## src/rtl/simon_pkg.sv

```systemverilog
// Shared types and constants for the Simon sequencer.
package simon_pkg;

  typedef enum logic [2:0] {
    IDLE,
    EXTEND,
    SHOW_ON,
    SHOW_OFF,
    WAIT_IN,
    PAUSE,
    WIN,
    LOSE
  } state_t;

  typedef logic [1:0] color_t;

  localparam color_t RED    = 2'd0;
  localparam color_t GREEN  = 2'd1;
  localparam color_t BLUE   = 2'd2;
  localparam color_t YELLOW = 2'd3;

  // Larger of three counts.
  function automatic int unsigned max3(input int unsigned a, input int unsigned b,
                                       input int unsigned c);
    int unsigned m;
    m = (a > b) ? a : b;
    return (m > c) ? m : c;
  endfunction

  // Bits needed to count 0..n-1, never less than one.
  function automatic int unsigned cnt_width(input int unsigned n);
    return (n > 1) ? $clog2(n) : 1;
  endfunction

endpackage

```

## src/rtl/simon_sequencer_if.sv

```systemverilog
// Game-side signal bundle between the sequencer and its LFSR, buttons and LED/score devices.
interface simon_sequencer_if #(
  parameter int unsigned LEN_W = 6
);
  import simon_pkg::*;

  logic             start;
  logic [31:0]      rand_in;
  logic             btn_valid;
  color_t           btn_color;
  logic             led_on;
  color_t           led_color;
  logic             awaiting_input;
  logic [LEN_W-1:0] level;
  logic             win;
  logic             fail;

  modport master (
    output start, rand_in, btn_valid, btn_color,
    input  led_on, led_color, awaiting_input, level, win, fail
  );

  modport slave (
    input  start, rand_in, btn_valid, btn_color,
    output led_on, led_color, awaiting_input, level, win, fail
  );

endinterface

```

## src/rtl/simon_sequencer_seq_mem.sv

```systemverilog
// Colour sequence storage: synchronous write, asynchronous read, no reset.
module seq_mem
  import simon_pkg::*;
#(
  parameter int unsigned DEPTH = 32,
  parameter int unsigned AW    = 5
) (
  input  logic          clk,
  input  logic          we,
  input  logic [AW-1:0] waddr,
  input  color_t        wdata,
  input  logic [AW-1:0] raddr,
  output color_t        rdata
);

  color_t mem [DEPTH];

  // Store the newly appended colour.
  always_ff @(posedge clk) begin
    if (we) mem[waddr] <= wdata;
  end

  assign rdata = mem[raddr];

endmodule

```

## src/rtl/simon_sequencer.sv

```systemverilog
// Simon game controller: extends, replays and checks the colour sequence.
// Optional SEQ_TIMEOUT_EN: lose the game after TIMEOUT_CYCLES without a press.
module simon_sequencer
  import simon_pkg::*;
#(
  parameter int unsigned MAX_LEN        = 32,
  parameter int unsigned ON_CYCLES      = 25000000,
  parameter int unsigned OFF_CYCLES     = 12500000,
  parameter int unsigned TIMEOUT_CYCLES = 250000000
) (
  input logic               clk,
  input logic               reset_n,
  simon_sequencer_if.slave  bus
);

  localparam int unsigned LEN_W = $clog2(MAX_LEN + 1);
  localparam int unsigned IDX_W = cnt_width(MAX_LEN);
  localparam int unsigned TMR_W = cnt_width(max3(ON_CYCLES, OFF_CYCLES, TIMEOUT_CYCLES));

  state_t           state, state_next;
  logic [LEN_W-1:0] level, level_next;
  logic [IDX_W-1:0] idx, idx_next;
  logic [TMR_W-1:0] timer, timer_next;
  logic             mem_we;
  color_t           rd_color;
  logic             last;
  logic             match;
  logic             on_done, off_done;

  logic led_on_r, await_r, win_r, fail_r;
  logic led_on_d, await_d, win_d, fail_d;

  logic unused_rand;
  assign unused_rand = ^bus.rand_in[31:2];

  seq_mem #(
    .DEPTH (MAX_LEN),
    .AW    (IDX_W)
  ) u_mem (
    .clk   (clk),
    .we    (mem_we),
    .waddr (IDX_W'(level)),
    .wdata (bus.rand_in[1:0]),
    .raddr (idx),
    .rdata (rd_color)
  );

  assign last     = (LEN_W'(idx) + LEN_W'(1)) == level;
  assign match    = bus.btn_color == rd_color;
  assign on_done  = timer == TMR_W'(ON_CYCLES - 1);
  assign off_done = timer == TMR_W'(OFF_CYCLES - 1);

  // State and datapath registers.
  always_ff @(posedge clk or negedge reset_n) begin
    if (!reset_n) begin
      state <= IDLE;
      level <= '0;
      idx   <= '0;
      timer <= '0;
    end else begin
      state <= state_next;
      level <= level_next;
      idx   <= idx_next;
      timer <= timer_next;
    end
  end

  // Next-state, counter and memory-write decisions.
  always_comb begin
    state_next = state;
    level_next = level;
    idx_next   = idx;
    timer_next = timer;
    mem_we     = 1'b0;
    case (state)
      IDLE, WIN, LOSE: begin
        if (bus.start) begin
          level_next = '0;
          state_next = EXTEND;
        end
      end
      EXTEND: begin
        mem_we     = 1'b1;
        level_next = level + LEN_W'(1);
        idx_next   = '0;
        timer_next = '0;
        state_next = SHOW_ON;
      end
      SHOW_ON: begin
        if (on_done) begin
          timer_next = '0;
          state_next = SHOW_OFF;
        end else begin
          timer_next = timer + TMR_W'(1);
        end
      end
      SHOW_OFF: begin
        if (off_done) begin
          timer_next = '0;
          if (last) begin
            idx_next   = '0;
            state_next = WAIT_IN;
          end else begin
            idx_next   = idx + IDX_W'(1);
            state_next = SHOW_ON;
          end
        end else begin
          timer_next = timer + TMR_W'(1);
        end
      end
      WAIT_IN: begin
        if (bus.btn_valid) begin
          if (match) begin
            timer_next = '0;
            if (!last) begin
              idx_next = idx + IDX_W'(1);
            end else if (level == LEN_W'(MAX_LEN)) begin
              state_next = WIN;
            end else begin
              state_next = PAUSE;
            end
          end else begin
            state_next = LOSE;
          end
        end
`ifdef SEQ_TIMEOUT_EN
        else if (timer == TMR_W'(TIMEOUT_CYCLES - 1)) begin
          state_next = LOSE;
        end else begin
          timer_next = timer + TMR_W'(1);
        end
`endif
      end
      PAUSE: begin
        if (off_done) begin
          timer_next = '0;
          state_next = EXTEND;
        end else begin
          timer_next = timer + TMR_W'(1);
        end
      end
      default: state_next = IDLE;
    endcase
  end

  // Output decodes of the upcoming state.
  always_comb begin
    led_on_d = 1'b0;
    await_d  = 1'b0;
    win_d    = 1'b0;
    fail_d   = 1'b0;
    case (state_next)
      SHOW_ON: led_on_d = 1'b1;
      WAIT_IN: await_d  = 1'b1;
      WIN:     win_d    = 1'b1;
      LOSE:    fail_d   = 1'b1;
      default: ;
    endcase
  end

  // Registered outputs, cleared immediately by reset.
  always_ff @(posedge clk or negedge reset_n) begin
    if (!reset_n) begin
      led_on_r <= 1'b0;
      await_r  <= 1'b0;
      win_r    <= 1'b0;
      fail_r   <= 1'b0;
    end else begin
      led_on_r <= led_on_d;
      await_r  <= await_d;
      win_r    <= win_d;
      fail_r   <= fail_d;
    end
  end

  assign bus.led_on         = led_on_r;
  assign bus.led_color      = led_on_r ? rd_color : RED;
  assign bus.awaiting_input = await_r;
  assign bus.level          = level;
  assign bus.win            = win_r;
  assign bus.fail           = fail_r;

endmodule

```

## src/flat_wrapper.sv

```systemverilog
// flat-port wrapper written by rule: the top's interface ports become plain ports
module simon_sequencer_flat import simon_pkg::*;
#(
  parameter int unsigned MAX_LEN        = 32,
  parameter int unsigned ON_CYCLES      = 25000000,
  parameter int unsigned OFF_CYCLES     = 12500000,
  parameter int unsigned TIMEOUT_CYCLES = 250000000
)
  (clk, reset_n, bus_start, bus_rand_in, bus_btn_valid, bus_btn_color, bus_led_on, bus_led_color, bus_awaiting_input, bus_level, bus_win, bus_fail);
  simon_sequencer_if #(.LEN_W(($clog2(MAX_LEN + 1)))) bus_i ();
  input logic clk;
  input logic reset_n;
  input wire logic [$bits(bus_i.start)-1:0] bus_start;
  input wire logic [$bits(bus_i.rand_in)-1:0] bus_rand_in;
  input wire logic [$bits(bus_i.btn_valid)-1:0] bus_btn_valid;
  input wire logic [$bits(bus_i.btn_color)-1:0] bus_btn_color;
  output wire logic [$bits(bus_i.led_on)-1:0] bus_led_on;
  output wire logic [$bits(bus_i.led_color)-1:0] bus_led_color;
  output wire logic [$bits(bus_i.awaiting_input)-1:0] bus_awaiting_input;
  output wire logic [$bits(bus_i.level)-1:0] bus_level;
  output wire logic [$bits(bus_i.win)-1:0] bus_win;
  output wire logic [$bits(bus_i.fail)-1:0] bus_fail;
  assign bus_i.start = bus_start;
  assign bus_i.rand_in = bus_rand_in;
  assign bus_i.btn_valid = bus_btn_valid;
  assign bus_i.btn_color = bus_btn_color;
  assign bus_led_on = bus_i.led_on;
  assign bus_led_color = bus_i.led_color;
  assign bus_awaiting_input = bus_i.awaiting_input;
  assign bus_level = bus_i.level;
  assign bus_win = bus_i.win;
  assign bus_fail = bus_i.fail;
  simon_sequencer #(.MAX_LEN(MAX_LEN), .ON_CYCLES(ON_CYCLES), .OFF_CYCLES(OFF_CYCLES), .TIMEOUT_CYCLES(TIMEOUT_CYCLES)) u_core (.clk(clk), .reset_n(reset_n), .bus(bus_i));
endmodule
```

## config.mk

```make
export PLATFORM = sky130hd
export DESIGN_NAME = simon_sequencer_flat
export DESIGN_NICKNAME = d
export VERILOG_FILES = /design/src/rtl/simon_pkg.sv /design/src/rtl/simon_sequencer_if.sv /design/src/rtl/simon_sequencer_seq_mem.sv /design/src/rtl/simon_sequencer.sv /design/src/flat_wrapper.sv
export SDC_FILE = /design/constraint.sdc
export NUM_CORES = 1
export LEC_CHECK = 0
export CORE_MARGIN = 2
export CORE_UTILIZATION = 55
export CTS_BUF_LIST = sky130_fd_sc_hd__clkbuf_2 sky130_fd_sc_hd__clkbuf_4 sky130_fd_sc_hd__clkbuf_8
export DETAILED_ROUTE_END_ITERATION = 10
export PLACE_DENSITY = 0.75
export SYNTH_ARGS = -nofsm -noshare
export SYNTH_HDL_FRONTEND = slang
export SYNTH_SLANG_ARGS = --single-unit
```

## constraint.sdc

```tcl
create_clock -name clk -period 5.1 [get_ports clk]
set_clock_uncertainty 0.15 [all_clocks]
set_input_delay 1.02 -clock clk [delete_from_list [all_inputs] [get_ports clk]]
set_output_delay 1.02 -clock clk [all_outputs]
set_load 0.01 [all_outputs]
```

==> Word level (Yosys, flattened, before mapping) <==
Memory sizes are Yosys's and may differ from the RTL's.
Cells that the tools add are included.
{ "totals": {"wordCells": 74, "memories": 1, "in_bits": 38, "regBits": 46, "ram_bits": 64, "out_inout_bits": 12} }
{ "memory_table": {"columns": ["name", "words", "width", "read_ports", "rd_ports_with_merged_regs", "write_ports", "line", "source"], "rows": [
  ["u_core.u_mem.mem", 32, 2, 1, 0, 1, "simon_sequencer_seq_mem.sv:16", "color_t mem [DEPTH];"]
]} }
{ "classes": {"reduce_logical": 9, "n_addsub": 4, "n_eq_ne": 21, "muxes": 31} }
{ "op_table": {"columns": ["cell", "n"], "rows": [
  ["two-way mux 28 bit", 4],
  ["one-hot mux 28 bit (4 select lines)", 1],
  ["adder 28 x 1 -> 28 bit, second input constant", 1],
  ["== test 28 x 24 -> 1 bit, second input constant", 1],
  ["== test 28 x 25 -> 1 bit, second input constant", 1],
  ["two-way mux 5 bit", 5],
  ["two-way mux 3 bit", 8],
  ["== test 3 bit, second input constant", 7],
  ["one-hot mux 3 bit (6 select lines)", 1],
  ["one-hot mux 5 bit (3 select lines)", 1],
  ["one-hot mux 6 bit (2 select lines)", 1],
  ["== test 3 x 2 -> 1 bit, second input constant", 3],
  ["two-way mux 1 bit", 7],
  ["adder 5 x 1 -> 6 bit, second input constant", 1],
  ["adder 6 x 1 -> 6 bit, second input constant", 1],
  ["== test 6 bit", 1],
  ["== test 6 bit, second input constant", 1],
  ["two-way mux 6 bit", 1],
  ["!= test 2 bit, second input constant", 3],
  ["adder 5 x 1 -> 5 bit, second input constant", 1],
  ["AND reduction 5 bit", 1],
  ["two-way mux 2 bit", 2],
  ["!= test 2 x 1 -> 1 bit, second input constant", 2],
  ["nonzero test 4 bit", 1],
  ["other kinds (9)", 9]
]} }

==> Logic depth before layout (Yosys ltp) <==
{ "depth": {"ltp_word": 8, "ltp_mapped": 11, "ltp_nobuf": 9} }

==> By module <==
A second synthesis with hierarchy kept.
{ "hier_totals": {"cells_unflattened": 491, "hier_area_um2": 5544.1} }
{ "modules_own_cells": {"columns": ["module", "area_each_um2", "seq_area_each_um2", "cells_per_inst", "n_inst"], "rows": [
  ["simon_sequencer", 2801.4, 1151.1, 308, 1],
  ["seq_mem", 2742.6, 1921.8, 183, 1]
]} }

==> Worst setup path before layout <==
OpenSTA, ideal clock, no wires.
{ "synth_path": {"kind": "register to register", "start": "reg u_core.idx[0]", "end": "reg u_core.timer[27]", "synth_period_minus_slack_ps": 3107, "required_ps": 4826, "t_arrival_ps": 2833, "path_slack_ps": 1993, "n_path_buf": 3, "stages_incl_launch_ff": 11, "setup_ps": 124, "cell_sequence": "dfrtp_1 -> buf_6 -> mux4_2 -> a22oi_2 -> o31ai_1 -> or3_4 -> a2111o_1 -> and2_1 -> buf_6 -> buf_6 -> a211o_1"} }
{ "synth_via": {"elab_chain_cells": 4} }
{ "synth_lines": {"columns": ["element", "line", "source"], "rows": [
  ["start: declaration", "simon_sequencer.sv:22", "logic [IDX_W-1:0] idx, idx_next;"],
  ["start signal: assignment", "simon_sequencer.sv:63", "idx <= idx_next;"],
  ["memory read (32 x 2 bit)", null, null],
  ["== test 2 bit", "simon_sequencer.sv:49", "assign match = bus.btn_color == rd_color;"],
  ["!= test 2 x 1 -> 1 bit (no line)", null, null],
  ["AND reduction 3 bit (no line)", null, null],
  ["end signal: assignment", "simon_sequencer.sv:64", "timer <= timer_next;"],
  ["end: declaration", "simon_sequencer.sv:23", "logic [TMR_W-1:0] timer, timer_next;"]
]} }
No other way between the ends.
A chain may end at the register's enable or synchronous reset.

==> Worst setup path in the final report <==
{ "layout_path": {"start": "reg u_core.idx[0]", "end": "out bus_led_color[1]"} }
{ "layout_via": {"elab_chain_cells": 2} }
{ "layout_lines": {"columns": ["element", "line", "source"], "rows": [
  ["memory read (32 x 2 bit)", null, null],
  ["two-way mux 2 bit", "simon_sequencer.sv:177", "assign bus.led_color = led_on_r ? rd_color : RED;"],
  ["end: declaration", "flat_wrapper.sv:18", "output wire logic [$bits(bus_i.led_color)-1:0] bus_led_color;"]
]} }
No other way between the ends.

==> summary.txt <==
GLOBAL ROUTING
-------------------------------------------------------------------------------------
GR Util All Layers                                                              0.223
Maximum number of pins on one net before global-route repair                       47
Number of global-route vias before repair                                        3917
Total congestion overflow                                                           0
Global-route wire length before repair                                       19500 µm
Antenna violations before repair                                                    0

LAYOUT
-------------------------------------------------------------------------------------
Area growth, synth to finish                                                    7.67%
End-of-flow core utilization                                                    0.600
Most common cell after layout, fill and taps aside                       sky130_fd_sc_hd__edfxtp_1
Footprint of the flip-flops and latches                                      3070 µm²
Ratio of cells with drive above 1 in the final layout                          0.0837
Layout Cell Area excl Fill                                                   6110 µm²
Area of combinational cells with multiple inputs                             2420 µm²
Antenna cells                                                                       0
Post-Layout Cell Count                                                            662
# nets final                                                                      565
Number of fill cells                                                              803
Commonest non-fill, non-tap cells in the layout                          64 x sky130_fd_sc_hd__edfxtp_1, 56 x sky130_fd_sc_hd__nor2_1, 46 x sky130_fd_sc_hd__dfrtp_1

FLOORPLAN
-------------------------------------------------------------------------------------
Site Rows                                                                          37
Die H                                                                          106 µm
Starting density of the core                                                    0.558
Total core area                                                             10200 µm²
Total die area                                                              11200 µm²
Horizontal extent of the die                                                   106 µm
# IOs                                                                              50

PLACED DESIGN
-------------------------------------------------------------------------------------
Buffers on Ports                                                                   19
Placed cell areas                                                            5930 µm²
Routability congestion estimate                                                 0.871
Worst slack at placement                                                      1.03 ns
Detailed placer's ending HPWL                                                 8050 µm
Inst Count DP                                                                     646

LOGIC SYNTHESIS
-------------------------------------------------------------------------------------
Number of enable-type register cells in the synthesized netlist                    64
Post-synthesis instance area                                                 5680 µm²
Largest area contributor in the netlist                                  sky130_fd_sc_hd__edfxtp_1
Largest cells by area after synthesis                                    sky130_fd_sc_hd__edfxtp_1 34%, sky130_fd_sc_hd__dfrtp_1 20%, sky130_fd_sc_hd__mux4_2 4.8%
Distinct cells, synth                                                              59
Dominant register cell in the synthesized netlist                        sky130_fd_sc_hd__edfxtp_1
Area fraction of the dominant cell type after synthesis                         0.338
Gate Count Post-Synth                                                             514
Yosys Warn Count                                                                    0
Share of flip-flops with an asynchronous set or reset after synthesis           0.418
Net count after synthesis                                                         558
Flops & latches, synth                                                            110
Sequential fraction of the synthesis area                                       0.541
Synth Area per Inst                                                          11.0 µm²

DETAILED ROUTING
-------------------------------------------------------------------------------------
Post-route DRC                                                                      0
Number of detailed-route iterations in the first pass                               5
Via-per-instance ratio                                                           6.40
Antenna-violating nets left                                                         0
Count of routing violations after the opening detailed-route iteration            383
Number of vias in the routed layout                                              4234
Wire length reported by the detailed router                                  12100 µm
Wire per inst                                                                 18.3 µm

POWER AND IR DROP
-------------------------------------------------------------------------------------
Tot Pwr                                                                       2.59 mW
Worst ir drop on vdd                                                           277 µV
Leakage component of the power                                                2.33 nW
Power density cells                                                        423 nW/µm²

OUTCOME
-------------------------------------------------------------------------------------
Outcome                                                                  complete, no violations

CLOCK TREE
-------------------------------------------------------------------------------------
Clk sinks                                                                         110
Hold Buf Count CTS                                                                  0
H-tree Lvls                                                                         3
CTS tree                                                                        built
Postcts setup bufs                                                                  0
Clock Tree Buf Depth                                                                2
Cts repair resizes                                                                  0
Clock latency reported for the late side of the worst-skew pair               0.37 ns
Cts bufs inserted                                                                   9
Clock-pin slew of the registers on the worst-case setup and hold paths        0.10 ns
Buffer cell driving the clock tree root                                  sky130_fd_sc_hd__clkbuf_8

CRITICAL PATH
-------------------------------------------------------------------------------------
Critical path class                                                      flip-flop to output port
Kind of launch point of the worst setup path                                flip-flop
Critical Path, Cell by Cell                                              mux4_2 > mux2_2 > o211a_1 > and3_1 > clkdlybuf4s50_1
CP required                                                                   3.93 ns
Crit-path max cell delay                                                      0.91 ns
Slowest library cell on the worst path                                   sky130_fd_sc_hd__dfrtp_1
Crit-path max FO                                                                   16
Worst reg2reg path startpoint                                            u_core.idx[0]$_DFFE_PN0P_
Endpoint kind of the worst setup timing path                              output port
WP data arrival                                                               3.10 ns
CP Launch Point                                                          u_core.idx[0]$_DFFE_PN0P_

RUN
-------------------------------------------------------------------------------------
Max-capacitance violation count                                                     0

STA
-------------------------------------------------------------------------------------
Hold Fails Final Rpt                                                                0
Summed negative setup slack over all endpoints                                   0 ns
Final critical-path share of the clock period                                   0.836
Minimum clock period                                                          4.27 ns
Unrepaired setup endpoints after global routing                                    no
Total count of max-transition violations in the final report                        0
Relative slew slack                                                             0.283
Worst-case setup margin in the final layout                                  0.835 ns
Highest Clock Rate                                                            234 MHz
Least-Margin Pin Slew                                                         1.07 ns
Final setup viols                                                                   0
Worst Hold Slack                                                             0.364 ns

WORST HOLD PATH
-------------------------------------------------------------------------------------
Origin of the worst min-delay path                                       u_core.timer[0]$_DFFE_PN0P_
HP Class                                                                 flip-flop to flip-flop

## critical path: cells and delay by family, from the launching register on
family | cells | cell delay [ns]
buffers and inverters | 1 | 0.47
AO/OA/AOI/OAI | 1 | 0.26
flip-flops | 1 | 0.91
multiplexers | 2 | 0.89
AND/OR/NAND/NOR | 1 | 0.19
## registers in the layout, indices dropped and copies added (netlist names)
name	count
u_core.state	3
u_core.bus.fail	1
u_core.bus.led_on	1
u_core.idx	5
u_core.bus.win	1
u_core.bus.awaiting_input	1
u_core.bus.level	6
u_core.u_mem.mem	64
u_core.timer	28
## area by class of cell
type | count | share of cell area
Clock buffer | 9 | 0.0203
Clock inverter | 7 | 0.0106
Inverter | 16 | 0.00982
Multi-Input combinational cell | 363 | 0.396
Sequential cell | 110 | 0.503
Tap cell | 136 | 0.0278
Timing Repair Buffer | 21 | 0.0327
## synth_stat cells, drive strengths merged (6+ instances only)
cell	count
nand3b	7
mux2	6
o22ai	7
a211o	15
dfrtp	46
buf	7
nor2b	6
a22o	6
inv	16
a21oi	9
nand3	27
ha	6
nor4	8
nor3	22
o21ai	16
nand2	42
mux4	12
or3	10
mux2i	7
edfxtp	64
and3	16
nand4	9
nor2	56
clkbuf	18
## cell families after synthesis
kind of cell | Yosys count | share of synthesized area
AO/OA/AOI/OAI | 94 | 0.121
adder cells (fa/ha/maj) | 6 | 0.0132
multiplexers | 25 | 0.0718
XOR/XNOR | 7 | 0.0108
flip-flops | 110 | 0.541
AND/OR/NAND/NOR | 231 | 0.210
buffers and inverters | 41 | 0.0324
## path summary, 6_finish.rpt
kind / cells past startpoint / end / slack (ns)
min in group asynchronous: 1 / u_core.idx[0]$_DFFE_PN0P_ / 0.68
setup / recovery: 5 / bus_led_color[1] / 0.83
hold / removal: 1 / u_core.timer[0]$_DFFE_PN0P_ / 0.36
hold reg to reg: 1 / u_core.timer[0]$_DFFE_PN0P_ / 0.36
setup reg to reg: 7 / u_core.timer[24]$_DFFE_PN0P_ / 1.09
max in group asynchronous: 1 / u_core.timer[0]$_DFFE_PN0P_ / 3.48
## metal layers
| layer | wire length, µm | global-route usage | vias up |
|---|---|---|---|
| met2 | 5670 | 0.344 | 150 |
| met5 | 0 | 0 | - |
| li1 | - | - | 1966 |
| met4 | 175 | 0.0752 | 0 |
| met1 | 5580 | 0.324 | 2103 |
| met3 | 703 | 0.0383 | 15 |
## report_power, final
part | internal (mW) | total [mW] | switching [mW]
combinational | 0.424 | 0.803 | 0.379
sequential | 1.03 | 1.27 | 0.247
clock | 0.224 | 0.514 | 0.290
Note: power is estimated with default switching activity, not from simulation.
